[config.mk]
export PLATFORM = sky130hd
export DESIGN_NAME = change_dispenser
export DESIGN_NICKNAME = d
export VERILOG_FILES = /design/src/rtl/change_dispenser.sv
export SDC_FILE = /design/constraint.sdc
export NUM_CORES = 1
export LEC_CHECK = 0
export ABC_AREA = 1
export BUFFER_PORTS_ARGS = -buffer_cell sky130_fd_sc_hd__buf_2
export CAP_MARGIN = 20
export CELL_PAD_IN_SITES_DETAIL_PLACEMENT = 1
export CELL_PAD_IN_SITES_GLOBAL_PLACEMENT = 2
export CORE_AREA = 4 4 61 118
export CTS_CLUSTER_DIAMETER = 50
export DETAILED_ROUTE_END_ITERATION = 16
export DIE_AREA = 0 0 65 122
export PLACE_DENSITY_LB_ADDON = 0.1
export SLEW_MARGIN = 15
export SYNTH_ARGS = -nofsm -noshare
export SYNTH_HDL_FRONTEND = slang
export SYNTH_SLANG_ARGS = --single-unit
[constraint.sdc]
create_clock -name clock -period 5 [get_ports clock]
set_clock_uncertainty 0.1 [all_clocks]
set_input_delay 1 -clock clock [delete_from_list [all_inputs] [get_ports clock]]
set_output_delay 1 -clock clock [all_outputs]
set_load 0.1 [all_outputs]
[src/rtl/change_dispenser.sv]
// Refund coin dispenser: pays a credit balance out greedily (5, 2, then 1) from
// per-denomination stock, flagging shortfall when stock runs out and jam on ack timeout.
module change_dispenser #(
    parameter int unsigned CREDIT_W = 4,
    parameter int unsigned STOCK_W  = 4,
    parameter int unsigned TIMEOUT  = 15
) (
    input  logic                clock,
    input  logic                reset,
    input  logic                refund_req,
    input  logic [CREDIT_W-1:0] refund_amt,
    input  logic                stock_load,
    input  logic [STOCK_W-1:0]  stock1_in,
    input  logic [STOCK_W-1:0]  stock2_in,
    input  logic [STOCK_W-1:0]  stock5_in,
    input  logic                coin_ack,
    output logic [1:0]          coin_out,
    output logic                coin_valid,
    output logic                busy,
    output logic                done,
    output logic                shortfall,
    output logic [CREDIT_W-1:0] short_amt,
    output logic                jam
);

    localparam int unsigned TMR_W = $clog2(TIMEOUT + 1);

    localparam logic [1:0] CoinNone = 2'b00;
    localparam logic [1:0] Coin1    = 2'b01;
    localparam logic [1:0] Coin2    = 2'b10;
    localparam logic [1:0] Coin5    = 2'b11;

    localparam logic [CREDIT_W-1:0] Val1 = CREDIT_W'(1);
    localparam logic [CREDIT_W-1:0] Val2 = CREDIT_W'(2);
    localparam logic [CREDIT_W-1:0] Val5 = CREDIT_W'(5);

    typedef enum logic [2:0] {
        StIdle,
        StSelect,
        StPresent,
        StDone,
        StJam
    } state_e;

    state_e              state_q, state_d;
    logic [CREDIT_W-1:0] remaining_q, remaining_d;
    logic [STOCK_W-1:0]  stock1_q, stock1_d;
    logic [STOCK_W-1:0]  stock2_q, stock2_d;
    logic [STOCK_W-1:0]  stock5_q, stock5_d;
    logic [1:0]          sel_q, sel_d;
    logic [TMR_W-1:0]    tmr_q, tmr_d;
    logic [1:0]          coin_out_q, coin_out_d;
    logic                coin_valid_q, coin_valid_d;
    logic                busy_q, busy_d;
    logic                done_q, done_d;
    logic                shortfall_q, shortfall_d;
    logic [CREDIT_W-1:0] short_amt_q, short_amt_d;
    logic                jam_q, jam_d;
    logic [CREDIT_W-1:0] coin_val;

    always_comb begin
        unique case (sel_q)
            Coin5:   coin_val = Val5;
            Coin2:   coin_val = Val2;
            Coin1:   coin_val = Val1;
            default: coin_val = '0;
        endcase
    end

    always_comb begin
        state_d     = state_q;
        remaining_d = remaining_q;
        stock1_d    = stock1_q;
        stock2_d    = stock2_q;
        stock5_d    = stock5_q;
        sel_d       = sel_q;
        tmr_d       = tmr_q;
        shortfall_d = shortfall_q;
        short_amt_d = short_amt_q;

        case (state_q)
            StIdle: begin
                if (stock_load) begin
                    stock1_d = stock1_in;
                    stock2_d = stock2_in;
                    stock5_d = stock5_in;
                end
                if (refund_req) begin
                    remaining_d = refund_amt;
                    shortfall_d = 1'b0;
                    short_amt_d = '0;
                    state_d     = (refund_amt == '0) ? StDone : StSelect;
                end
            end
            StSelect: begin
                tmr_d = '0;
                if (remaining_q >= Val5 && stock5_q != '0) begin
                    sel_d   = Coin5;
                    state_d = StPresent;
                end else if (remaining_q >= Val2 && stock2_q != '0) begin
                    sel_d   = Coin2;
                    state_d = StPresent;
                end else if (remaining_q >= Val1 && stock1_q != '0) begin
                    sel_d   = Coin1;
                    state_d = StPresent;
                end else begin
                    shortfall_d = 1'b1;
                    short_amt_d = remaining_q;
                    state_d     = StDone;
                end
            end
            StPresent: begin
                if (coin_ack) begin
                    remaining_d = remaining_q - coin_val;
                    unique case (sel_q)
                        Coin5:   stock5_d = stock5_q - 1'b1;
                        Coin2:   stock2_d = stock2_q - 1'b1;
                        Coin1:   stock1_d = stock1_q - 1'b1;
                        default: ;
                    endcase
                    state_d = (remaining_d == '0) ? StDone : StSelect;
                end else begin
                    tmr_d = tmr_q + 1'b1;
                    if (tmr_d == TMR_W'(TIMEOUT)) begin
                        state_d = StJam;
                    end
                end
            end
            StDone:  state_d = StIdle;
            StJam:   state_d = StJam;
            default: state_d = StIdle;
        endcase

        // Outputs are registered copies decoded from the upcoming state.
        coin_valid_d = (state_d == StPresent);
        coin_out_d   = coin_valid_d ? sel_d : CoinNone;
        busy_d       = (state_d != StIdle);
        done_d       = (state_d == StDone);
        jam_d        = (state_d == StJam);
    end

    always_ff @(posedge clock) begin
        if (reset) begin
            state_q      <= StIdle;
            remaining_q  <= '0;
            stock1_q     <= '0;
            stock2_q     <= '0;
            stock5_q     <= '0;
            sel_q        <= CoinNone;
            tmr_q        <= '0;
            coin_out_q   <= CoinNone;
            coin_valid_q <= 1'b0;
            busy_q       <= 1'b0;
            done_q       <= 1'b0;
            shortfall_q  <= 1'b0;
            short_amt_q  <= '0;
            jam_q        <= 1'b0;
        end else begin
            state_q      <= state_d;
            remaining_q  <= remaining_d;
            stock1_q     <= stock1_d;
            stock2_q     <= stock2_d;
            stock5_q     <= stock5_d;
            sel_q        <= sel_d;
            tmr_q        <= tmr_d;
            coin_out_q   <= coin_out_d;
            coin_valid_q <= coin_valid_d;
            busy_q       <= busy_d;
            done_q       <= done_d;
            shortfall_q  <= shortfall_d;
            short_amt_q  <= short_amt_d;
            jam_q        <= jam_d;
        end
    end

    assign coin_out   = coin_out_q;
    assign coin_valid = coin_valid_q;
    assign busy       = busy_q;
    assign done       = done_q;
    assign shortfall  = shortfall_q;
    assign short_amt  = short_amt_q;
    assign jam        = jam_q;

endmodule

==> reports/qor.txt <==
status: finished clean
setup bufs post-CTS: 0
area post-placement: 2230 µm²
Switching Fraction: 41.7%
Synth warnings: 0
Tot GR Track Use: 15.8%
Post-Synthesis Cells: 287
fin crit period: 2.22 ns
simple-gate share of the synthesized area: 31.3%
RD Place Congestion: 0.776
WL/cell: 13.8 µm
Setup crit start kind: primary input
total internal power: 0.646 mW
#FFs+latches synth: 36
RSZ-0062 raised after global routing: no
fin area: 2380 µm²
Core Region: 6310 µm²
post-synthesis adder-cell area fraction: 5.99%
reg-to-reg setup timing slack: 2.91 ns
Tot Pwr: 1.11 mW
DIE AREA: 7930 µm²
I/O pin count: 32
Max transition margin: 60.3%
clock buffer depth: 2
synth-to-layout area growth: 18.7%
Initial DRT Pass Iterations: 4
Leakage Power: 1.11 nW
Flop pwr share: 34.4%
nets@finish: 350
multi-input logic area: 1100 µm²
Max FO, Critical Path: 19
CTS Buf Count: 5
Initial DRC Count: 31
syn_nets: 317
hold path depth: 2
WP data arrival: 2.28 ns
reg2reg end: coin_out[0]
asr flop ratio synth: 0%
Post-DP HPWL: 4.34 mm
count leader, synth: nand2_1
# diodes: 0
initial antenna violation count: 0
clk root buf: clkbuf_16
fmax: 451 MHz
worst hold endpoint: short_amt[0]
post-layout utilization of the core: 37.7%
top cells by count, synth: nand2_1, dfxtp_1, inv_1
standard-cell row count: 41
Port Buffers: 31
CTS tree: done
FILL cells: 827
Post-CTS Hold Fix Bufs: 0
Area contributors post-synth: dfxtp_1, nand2_1, inv_1
part of the power in the clock network: 27.9%
total gr overflow: 0
Psw: 0.462 mW
clock tree sinks: 36
Final ANT Viol Nets: 0
Post-synth EDFFs: 0
die outline width: 65 µm
combinational power share: 37.7%
Avg Cell Area, Syn: 6.98 µm²
DR vias/cell: 4.73
Netlist Area Pre-Place: 2000 µm²
Critical Path RT: 5.06 ns
setup_tns: 0 ns
Worst setup EP type: flip-flop
worst reg2reg path depth: 11
CTS clk-pin slew, worst paths: 0.06 ns
cts repair resizes: 0
WHS: 0.362 ns
Tcrit/Tclk final: 44.4%
main combinational cell family by area after synthesis: simple AND/OR/NAND/NOR gates
compound-cell area share of the yosys netlist: 17.4%
fraction of synthesized area in multiplexers: 0%
final WL: 5.60 mm
Final Hold Viols: 0
max cap viols: 0
maximum vdd drop: 135 µV
Worst Tran Pin Value: 0.592 ns
Clk Latency, worst-skew pair: 0.28 ns
die height: 122 µm
post-synth cell types: 31
Final Max Slew Viols: 0
global-route wire length before repair: 9.36 mm
hold_sp: short_amt[0]
largest net degree at the start of global routing: 27
pwr dens: 466 nW/µm²
Crit Reg-Reg Startpoint: remaining_q[0]
share of layout cells above drive strength 1: 19.9%
Initial Utilization: 31.8%
Crit Path Category: in -> reg
area leader, netlist: dfxtp_1
Register Area: 721 µm²
Setup violations, final: 0
DR DRC count: 0
vias in the first global route: 2013
sequential area share after synthesis: 36.0%
Post-Synth XOR/XNOR Area: 0%
H-tree depth: 2
via count: 1927
Synth top area share: 36.0%
worst hold path type: reg -> reg
top_reg_cell synth: dfxtp_1
-- worst max path at each step --
| stage | endpoint | start | cells after the start |
|---|---|---|---|
| finish | coin_out[0] | reset | 4 |
| global route | remaining_q[1] | reset | 4 |
| CTS | coin_out[0] | reset | 4 |
| detailed placement | coin_out[0] | reset | 4 |
| global placement | coin_out[0] | reset | 4 |
| floorplan | shortfall | shortfall | 0 |
-- metrics by stage --
step | worst slack [ns] | instances
global placement | 2.42 | 399
finish | 2.78 | 407
detailed placement | 2.38 | 399
CTS | 2.70 | 407
global route | 2.60 | 407
floorplan | 2.98 | 287
-- area by class of cell --
cell class                      count  share of cell area (%)
Clock buffer                        5                    5.26
Clock inverter                      3                   0.789
Inverter                           40                    6.52
Multi-Input combinational cell    206                    46.1
Sequential cell                    36                    30.3
Tap cell                           86                    4.52
Timing Repair Buffer               31                    6.52
-- placed cells by master, fill, tap and decap left out --
| cell type | Yosys | final |
|---|---|---|
| o2bb2ai_1 | 1 | 1 |
| nand2_4 | 2 | 2 |
| dfxtp_1 | 36 | 36 |
| ha_1 | 8 | 8 |
| o21ai_1 | 9 | 9 |
| fa_1 | 1 | 1 |
| o21ai_0 | 23 | 23 |
| buf_2 | 2 | 31 |
| a211oi_1 | 1 | 1 |
| and2_1 | 1 | 1 |
| a21oi_1 | 19 | 19 |
| clkbuf_16 | 0 | 5 |
| clkinv_2 | 0 | 2 |
| nand2_2 | 8 | 8 |
| inv_2 | 2 | 2 |
| nand3_4 | 1 | 1 |
| clkinv_4 | 0 | 1 |
| nor2_2 | 1 | 1 |
| nand3_1 | 10 | 10 |
| a211oi_2 | 2 | 2 |
| nand2_1 | 69 | 69 |
| nand4_1 | 1 | 1 |
| inv_4 | 2 | 2 |
| nor2_4 | 4 | 4 |
| nand3_2 | 3 | 3 |
| inv_1 | 35 | 35 |
| clkinv_1 | 1 | 1 |
| nor4_1 | 3 | 3 |
| o21a_1 | 1 | 1 |
| nor2_1 | 31 | 31 |
| a31oi_1 | 7 | 7 |
-- routing by layer --
| layer | routed length, µm | GRT usage, % |
|---|---|---|
| met2 | 3180 | 30.9 |
| met4 | 151 | 7.95 |
| met5 | 0 | 0 |
| met1 | 2100 | 15.3 |
| met3 | 165 | 2.68 |
-- flip-flops by register name, summed over array words and instances, names as in the netlist --
| register | flops |
|---|---|
| shortfall | 1 |
| coin_valid | 1 |
| busy | 1 |
| stock1_q | 4 |
| coin_out | 2 |
| remaining_q | 4 |
| tmr_q | 4 |
| stock2_q | 4 |
| done | 1 |
| stock5_q | 4 |
| short_amt | 4 |
| sel_q | 2 |
| state_q | 3 |
| jam | 1 |
-- critical path: stages --
cell	delay, ns
buf_2	0.33
clkinv_1	0.60
nand3_2	0.29
nor2_1	0.06
-- logic make-up after synthesis --
logic type	count (synthesis)
flip-flops	36
buffers and inverters	45
adder cells (fa/ha/maj)	9
AND/OR/NAND/NOR	134
AO/OA/AOI/OAI	63
-- power by group through the flow --
stage / clock (mW) / sequential (mW) / combinational, mW
6_report: 0.309 / 0.381 / 0.418
5_1_grt: 0.334 / 0.388 / 0.481
4_1_cts: 0.322 / 0.382 / 0.431
3_5_place_dp: 0 / 0.387 / 0.429
3_3_place_gp: 0 / 0.386 / 0.423
2_1_floorplan: 0 / 0.433 / 0.278
Power figures use the tool's default switching activity.
